$ cat src/rtl/keypad_conditioner_if.sv
// Keypad front-end bundle: raw active-low buttons in,
// conditioned one-hot key, strobe and lockout flag out.
interface keypad_conditioner_if #(
    parameter int NUM_KEYS = 4
);
    logic [NUM_KEYS-1:0] key_n;
    logic [NUM_KEYS-1:0] key;
    logic                keyStrobe;
    logic                multiKey;

    modport master (
        input  key_n,
        output key,
        output keyStrobe,
        output multiKey
    );

    modport slave (
        output key_n,
        input  key,
        input  keyStrobe,
        input  multiKey
    );
endinterface

$ cat src/rtl/keypad_conditioner.sv
// Keypad conditioner: 2-flop sync, per-key debounce and a
// one-hot output FSM that locks out multi-key presses.
module keypad_conditioner #(
    parameter int CLOCK_FREQ             = 50000000,
    parameter int DEBOUNCE_CYCLES        = CLOCK_FREQ / 50,
    parameter int DEBOUNCE_COUNTER_WIDTH = $clog2(DEBOUNCE_CYCLES + 1),
    parameter int NUM_KEYS               = 4
) (
    input logic                  clock,
    input logic                  reset,
    keypad_conditioner_if.master kp
);
    localparam int CW = DEBOUNCE_COUNTER_WIDTH;
    localparam logic [CW-1:0] CNT_LAST = CW'(DEBOUNCE_CYCLES - 1);
    localparam logic [NUM_KEYS-1:0] ONE = 1;

    typedef enum logic [1:0] {
        IDLE    = 2'd0,
        ACTIVE  = 2'd1,
        LOCKOUT = 2'd2
    } state_t;

    logic [NUM_KEYS-1:0] sync1;
    logic [NUM_KEYS-1:0] sync2;
    logic [NUM_KEYS-1:0] deb;
    logic [CW-1:0]       cnt [NUM_KEYS];

    state_t              state, state_d;
    logic [NUM_KEYS-1:0] key_q, key_d;
    logic                strobe_q, strobe_d;
    logic                multi_q, multi_d;
    logic                deb_zero;
    logic                deb_one;

    always_ff @(posedge clock or negedge reset) begin
        if (!reset) begin
            sync1 <= '0;
            sync2 <= '0;
            deb   <= '0;
            for (int i = 0; i < NUM_KEYS; i++) cnt[i] <= '0;
        end else begin
            sync1 <= ~kp.key_n;
            sync2 <= sync1;
            for (int i = 0; i < NUM_KEYS; i++) begin
                if (sync2[i] == deb[i]) begin
                    cnt[i] <= '0;
                end else if (cnt[i] == CNT_LAST) begin
                    deb[i] <= ~deb[i];
                    cnt[i] <= '0;
                end else begin
                    cnt[i] <= cnt[i] + 1'b1;
                end
            end
        end
    end

    assign deb_zero = (deb == '0);
    assign deb_one  = !deb_zero && ((deb & (deb - ONE)) == '0);

    always_ff @(posedge clock or negedge reset) begin
        if (!reset) begin
            state    <= IDLE;
            key_q    <= '0;
            strobe_q <= 1'b0;
            multi_q  <= 1'b0;
        end else begin
            state    <= state_d;
            key_q    <= key_d;
            strobe_q <= strobe_d;
            multi_q  <= multi_d;
        end
    end

    always_comb begin
        state_d  = state;
        key_d    = key_q;
        strobe_d = 1'b0;
        multi_d  = multi_q;
        case (state)
            IDLE: begin
                key_d   = '0;
                multi_d = 1'b0;
                if (deb_one) begin
                    state_d  = ACTIVE;
                    key_d    = deb;
                    strobe_d = 1'b1;
                end else if (!deb_zero) begin
                    state_d = LOCKOUT;
                    multi_d = 1'b1;
                end
            end
            ACTIVE: begin
                multi_d = 1'b0;
                if (deb_zero) begin
                    state_d = IDLE;
                    key_d   = '0;
                end else if (deb != key_q) begin
                    // any change away from the latched key is ambiguous
                    state_d = LOCKOUT;
                    key_d   = '0;
                    multi_d = 1'b1;
                end
            end
            LOCKOUT: begin
                key_d   = '0;
                multi_d = 1'b1;
                if (deb_zero) begin
                    state_d = IDLE;
                    multi_d = 1'b0;
                end
            end
            default: begin
                state_d = IDLE;
                key_d   = '0;
                multi_d = 1'b0;
            end
        endcase
    end

    assign kp.key       = key_q;
    assign kp.keyStrobe = strobe_q;
    assign kp.multiKey  = multi_q;
endmodule

$ cat src/flat_wrapper.sv
// flat-port wrapper written by rule: the top's interface ports become plain ports
module keypad_conditioner_flat 
#(
    parameter int CLOCK_FREQ             = 50000000,
    parameter int DEBOUNCE_CYCLES        = CLOCK_FREQ / 50,
    parameter int DEBOUNCE_COUNTER_WIDTH = $clog2(DEBOUNCE_CYCLES + 1),
    parameter int NUM_KEYS               = 4
)
  (clock, reset, kp_key_n, kp_key, kp_keyStrobe, kp_multiKey);
  keypad_conditioner_if #(.NUM_KEYS(NUM_KEYS)) kp_i ();
  input logic clock;
  input logic reset;
  input wire logic [$bits(kp_i.key_n)-1:0] kp_key_n;
  output wire logic [$bits(kp_i.key)-1:0] kp_key;
  output wire logic [$bits(kp_i.keyStrobe)-1:0] kp_keyStrobe;
  output wire logic [$bits(kp_i.multiKey)-1:0] kp_multiKey;
  assign kp_i.key_n = kp_key_n;
  assign kp_key = kp_i.key;
  assign kp_keyStrobe = kp_i.keyStrobe;
  assign kp_multiKey = kp_i.multiKey;
  keypad_conditioner #(.CLOCK_FREQ(CLOCK_FREQ), .DEBOUNCE_CYCLES(DEBOUNCE_CYCLES), .DEBOUNCE_COUNTER_WIDTH(DEBOUNCE_COUNTER_WIDTH), .NUM_KEYS(NUM_KEYS)) u_core (.clock(clock), .reset(reset), .kp(kp_i));
endmodule
$ cat config.mk
export PLATFORM = sky130hd
export DESIGN_NAME = keypad_conditioner_flat
export DESIGN_NICKNAME = d
export VERILOG_FILES = /design/src/rtl/keypad_conditioner_if.sv /design/src/rtl/keypad_conditioner.sv /design/src/flat_wrapper.sv
export SDC_FILE = /design/constraint.sdc
export NUM_CORES = 1
export LEC_CHECK = 0
export CAP_MARGIN = 5
export CORE_ASPECT_RATIO = 1.5
export CORE_MARGIN = 4
export CORE_UTILIZATION = 50
export CTS_CLUSTER_SIZE = 10
export DETAILED_ROUTE_END_ITERATION = 8
export PLACE_DENSITY_LB_ADDON = 0.15
export SLEW_MARGIN = 20
export SYNTH_ARGS = -nofsm -noshare
export SYNTH_HDL_FRONTEND = slang
export SYNTH_SLANG_ARGS = --single-unit
$ cat constraint.sdc
create_clock -name clock -period 4.4 [get_ports clock]
set_input_delay 0.88 -clock clock [delete_from_list [all_inputs] [get_ports clock]]
set_output_delay 0.88 -clock clock [all_outputs]
set_load 0.05 [all_outputs]
==> impl_metrics.toml, run 1 <==
[timing]
setup_slack_ns = 1.96
slew_viol_final = 0
hold_viol_final = 0
setup_viol = 0
tns_ns = 0
max_freq_mhz = 410
fin_crit_ns = 2.44
relSlewSlack = 0.372
post-route-period-util = 0.555
rsz0062_at_grt = "no"
worstMarginPinSlew_ns = 0.928
fin_skew_ns = 0.00600

[final_layout]
drive_gt1_frac = 0.0635
stdcell_count = 616
final_common_cell = "dfrtp_1"
multi_input_area_um2 = 2210
ff_latch_area_um2 = 2500
num-fill-cells = 844
final_area_um2 = 5340
layout_common_cells = "dfrtp_1, nor2_1, xor2_1"
final_util = 0.571
n_antenna_cell = 0
area_growth_pct = 10.7
fin_nets = 509

[synth]
synth-seq-cells = 100
syn_area_um2 = 4830
ys_warn_count = 0
yosysTopAreaCell = "dfrtp_1"
synth.avg_cell_area_um2 = 9.87
synth_top_area_share = 0.518
synthDistinctLibCells = 37
syn_nets = 499
synth_seq_area_share = 0.518
async_reset_ff_frac = 1.00
synth-main-ff-cell = "dfrtp_1"
synth-edff-count = 0
synthCells = 489
synth_area_leaders = "dfrtp_1, xor2_1, nor2_1"

[clock_tree]
post_cts_buffers = 0
ctsHtreeMaxLevel = 3
cts.reportedPaths.clkPinSlew_ns = 0.06
clock_sinks = 100
hold_buffers = 0
cts_resized = 0
cts_buffer_depth = 2
cts-root-buf = "clkbuf_16"
clkLatencyLatePin_ns = 0.34
cts_tree = "built"
cts_buffers = 9

[global_routing]
grt-busiest-layer = "met2"
grt_max_degree = 73
grt_pass1_wl_mm = 16.3
met1_usage = 0.213
grt_antenna_before_repair = 0
use_met2 = 0.309
grt_use_met3 = 0.0263
track_usage = 0.179
grt_overflow = 0
grt_pass1_vias = 3656

[placed_design]
dp_hpwl_mm = 6.40
portBuffers = 11
placed_area_um2 = 5060
preCtsSetupSlack_ns = 2.17
gp_congestion = 0.782
dp.cells = 600

[route]
final_antenna_net_count = 0
drt_wl_total_mm = 9.02
first_pass_iters = 5
avgRoutedWirePerCell_um = 14.6
dr.first_iter.drc_count = 175
vias = 3623
avgViaCountPerCell = 5.88
drc_errors = 0

[worst_setup_path]
crit_fanout = 3
crit_slowest_cell = "clkdlybuf4s50_1"
cpPeakStageDelay_ns = 0.83
critical_path.top_delay_family = "buffers and inverters"
end_kind = "output pin"
worst-setup-path-type = "flip-flop to output pin"
startpoint_type = "flip-flop"
crit_arrival_ns = 1.56
required_ns = 3.52
crit_chain = "clkdlybuf4s50_1"
reg2reg_slack_ns = 2.14
path_buf_inv = 1

[floorplan]
io_pins = 12
initial_core_util = 0.516
die_h_um = 128
fp.dieW_um = 88.2
coreArea_um2 = 9360
die-area_um2 = 11300
row_count = 43

[status]
status = "finished, final reports clean"

[power_and_ir_drop]
powerDensity_nw_per_um2 = 326
p_leak_nw = 2.19
vdd_drop_max_uv = 199

[hold_path]
hp-class = "flip-flop to flip-flop"

[flow_run]
drv_cap = 0
registers in the layout, indices dropped and copies added (netlist names):
| register | cells |
|---|---|
| u_core.cnt | 80 |
| u_core.deb | 4 |
| u_core.kp.key | 4 |
| u_core.sync1 | 4 |
| u_core.sync2 | 4 |
| u_core.state | 2 |
| u_core.kp.keyStrobe | 1 |
| u_core.kp.multiKey | 1 |
cells by family after synthesis:
family | synth area share
xor gates and xnor gates | 0.103
DFF | 0.518
and+or+nand+nor | 0.247
adders and majority gates | 0.0104
AOI/OAI and AO/OA | 0.0840
buffers and inverters | 0.0272
muxes | 0.00933
layout make-up:
type,instances,area share
multi-input cells,355,0.413
inverters,17,0.0119
well taps,112,0.0262
flip-flops and latches,100,0.468
repair buffers,16,0.0272
clock buffers,15,0.0520
clock inverters,1,0.000937
cell usage after synthesis (2+ instances only):
| cell | number |
|---|---|
| a21oi_1 | 25 |
| a221oi_1 | 2 |
| a32o_1 | 4 |
| and2_1 | 4 |
| and3_1 | 11 |
| and4_1 | 4 |
| buf_2 | 3 |
| clkbuf_1 | 14 |
| dfrtp_1 | 100 |
| ha_1 | 4 |
| inv_1 | 17 |
| mux2_2 | 4 |
| nand2_1 | 28 |
| nand2b_1 | 2 |
| nand3_1 | 33 |
| nand4_1 | 21 |
| nor2_1 | 62 |
| nor3_1 | 11 |
| nor4_1 | 11 |
| nor4b_1 | 3 |
| o21ai_0 | 14 |
| o31ai_1 | 15 |
| or3_1 | 10 |
| or4_1 | 19 |
| xnor2_1 | 23 |
| xor2_1 | 34 |
routing by layer:
metal,part of all wire,vias up
met5,0,-
met2,0.53,40
met3,0.023,21
met1,0.42,1786
li1,-,1776
met4,0.025,0
worst paths after layout:
| path | from | endpoint | cells after the start |
|---|---|---|---|
| min reg2reg | u_core.sync1[2]$_DFF_PN0_ | u_core.sync2[2]$_DFF_PN0_ | 0 |
| min in group asynchronous | reset | u_core.cnt[78]$_DFF_PN0_ | 1 |
| max reg2reg | u_core.cnt[20]$_DFF_PN0_ | u_core.cnt[37]$_DFF_PN0_ | 6 |
| max | u_core.kp.key[2]$_DFFE_PN0P_ | kp_key[2] | 1 |
| min | u_core.sync1[2]$_DFF_PN0_ | u_core.sync2[2]$_DFF_PN0_ | 0 |
| max in group asynchronous | reset | u_core.cnt[31]$_DFF_PN0_ | 2 |
report_power, final:
part           total (mW)  internal [mW]  switching [mW]
sequential          0.944          0.932          0.0120
clock               0.744          0.430           0.314
combinational      0.0558         0.0173          0.0385
total                1.74           1.38           0.365
per-stage QoR:
| step | power [mW] | hold slack [ns] |
|---|---|---|
| after CTS | 1.77 | 0.351 |
| final | 1.74 | 0.349 |
| after global routing | 1.81 | 0.371 |
| after global placement | 1.02 | 0.335 |
| after detailed placement | 1.02 | 0.336 |
| after floorplan | 0.985 | 0.331 |
(Power assumes the default switching activity.)
==> run 2, diff against run 1 <==
- clock period: 4.4 -> 2.5 ns (I/O delays scaled with it)
==> impl_metrics.toml, run 2 (synthesis results as in run 1) <==
[global_routing]
grt_max_degree = 63
grt_pass1_wl_mm = 16.6
track_usage = 0.183
grt_pass1_vias = 3655
grt_overflow = 0
grt_antenna_before_repair = 0

[final_layout]
layout_common_cells = "dfrtp_1, nor2_1, xor2_1"
num-fill-cells = 860
area_growth_pct = 11.9
stdcell_count = 620
drive_gt1_frac = 0.0768
largest_register = "u_core.cnt"
final_common_cell = "dfrtp_1"
largest_reg_flops = 80
fin_nets = 513
n_antenna_cell = 0

[power_and_ir_drop]
pwr-share-seq = 0.529
combPwrFrac = 0.034
swShare = 0.217
p_sw_mw = 0.680
vdd_drop_max_uv = 369
powerDensity_nw_per_um2 = 581
p_int_mw = 2.46
p_leak_nw = 2.23
clkPwrFrac = 0.437

[clock_tree]
clock_sinks = 100
cts.reportedPaths.clkPinSlew_ns = 0.07
cts_buffers = 9
clkLatencyLatePin_ns = 0.34
cts_tree = "built"
post_cts_buffers = 0
cts_resized = 0
hold_buffers = 0
ctsHtreeMaxLevel = 3
cts_buffer_depth = 2
cts-root-buf = "clkbuf_16"

[worst_setup_path]
crit_chain = "ha_1 > nand2_1 > or4_1 > or4_1 > a21oi_1"
critical_path.top_delay_family = "simple AND/OR/NAND/NOR gates"
rr_endpoint = "u_core.cnt[78]$_DFF_PN0_"
crit_slowest_cell = "or4_1"
path_buf_inv = 0
worst-setup-path-type = "flip-flop to flip-flop"
r2r-start = "u_core.cnt[60]$_DFF_PN0_"
r2r_cells = 5
end_kind = "flip-flop"
reg2reg_slack_ns = 0.35
crit_top_cell = "or4_1"
required_ns = 2.77
crit_arrival_ns = 2.41
startpoint_type = "flip-flop"
cpPeakStageDelay_ns = 0.63
crit_fanout = 7
cp_num_cells = 5

[timing]
slew_viol_final = 0
post-route-period-util = 0.858
tns_ns = 0
fin_crit_ns = 2.15
worstMarginPinSlew_ns = 0.874
rsz0062_at_grt = "no"
relSlewSlack = 0.409
hold_viol_final = 0
max_freq_mhz = 466
fin_skew_ns = 0.00481
setup_viol = 0

[route]
vias = 3652
avgRoutedWirePerCell_um = 14.9
drc_errors = 0
dr.first_iter.drc_count = 144
first_pass_iters = 4
drt_wl_total_mm = 9.26
avgViaCountPerCell = 5.89
final_antenna_net_count = 0

[floorplan]
io_pins = 12
fp.dieW_um = 88.2
row_count = 43
die_h_um = 128
coreArea_um2 = 9360
initial_core_util = 0.516
die-area_um2 = 11300

[placed_design]
dp_hpwl_mm = 6.53
dp.cells = 604
portBuffers = 11
gp_congestion = 0.781

[flow_run]
drv_cap = 0

[hold_path]
hp-class = "input pin to asynchronous set/reset pin"

[status]
status = "finished, final reports clean"
==> run 2: cell types whose count changed in the layout (fill, tap and decap cells not counted), sizes merged <==
cell and change:
clkbuf -2, buf +4, clkinv +2
==> run 2: cell type report <==
type | count | area, µm² | area share
inverters | 17 | 63.8 | 0.0118
clock inverters | 3 | 18.8 | 0.00347
clock buffers | 13 | 280 | 0.0519
repair buffers | 20 | 188 | 0.0347
multi-input cells | 355 | 2210 | 0.409
well taps | 112 | 140 | 0.0259
flip-flops and latches | 100 | 2500 | 0.463
==> run 2: layer usage <==
metal  up-vias  share of wire  global-route usage
met5         -              0                   0
met4         0          0.020              0.0658
met3        19          0.025              0.0327
met2        46           0.55               0.331
met1      1810           0.41               0.211
li1       1777              -                   -
==> run 2: how the worst max path moves through the flow <==
stage | endpoint | from | slack [ns]
floorplan | u_core.deb[3]$_DFFE_PN0P_ | u_core.cnt[12]$_DFF_PN0_ | 0.48
global placement | u_core.deb[3]$_DFFE_PN0P_ | u_core.cnt[12]$_DFF_PN0_ | 0.44
detailed placement | u_core.cnt[78]$_DFF_PN0_ | u_core.cnt[60]$_DFF_PN0_ | 0.36
CTS | u_core.cnt[78]$_DFF_PN0_ | u_core.cnt[60]$_DFF_PN0_ | 0.36
global route | u_core.cnt[78]$_DFF_PN0_ | u_core.cnt[60]$_DFF_PN0_ | 0.18
finish | u_core.cnt[78]$_DFF_PN0_ | u_core.cnt[60]$_DFF_PN0_ | 0.35
==> run 2: power by group through the flow <==
stage	registers (mW)	logic, mW	clock network (mW)
2_1_floorplan	1.69	0.0473	0
3_3_place_gp	1.69	0.107	0
3_5_place_dp	1.69	0.110	0
4_1_cts	1.66	0.111	1.40
5_1_grt	1.66	0.123	1.47
6_report	1.66	0.106	1.37
==> run 2: per-stage QoR <==
stage / power [mW] / worst slack (ns) / util / hold slack (ns) / cell area (µm²)
final: 3.14 / 0.354 / 0.577 / 0.113 / 5400
after global routing: 3.26 / 0.184 / 0.577 / 0.160 / 5400
after CTS: 3.17 / 0.356 / 0.577 / 0.138 / 5400
after detailed placement: 1.80 / 0.362 / 0.545 / 0.338 / 5100
after global placement: 1.80 / 0.437 / 0.545 / 0.334 / 5100
after floorplan: 1.73 / 0.481 / - / 0.204 / 4830
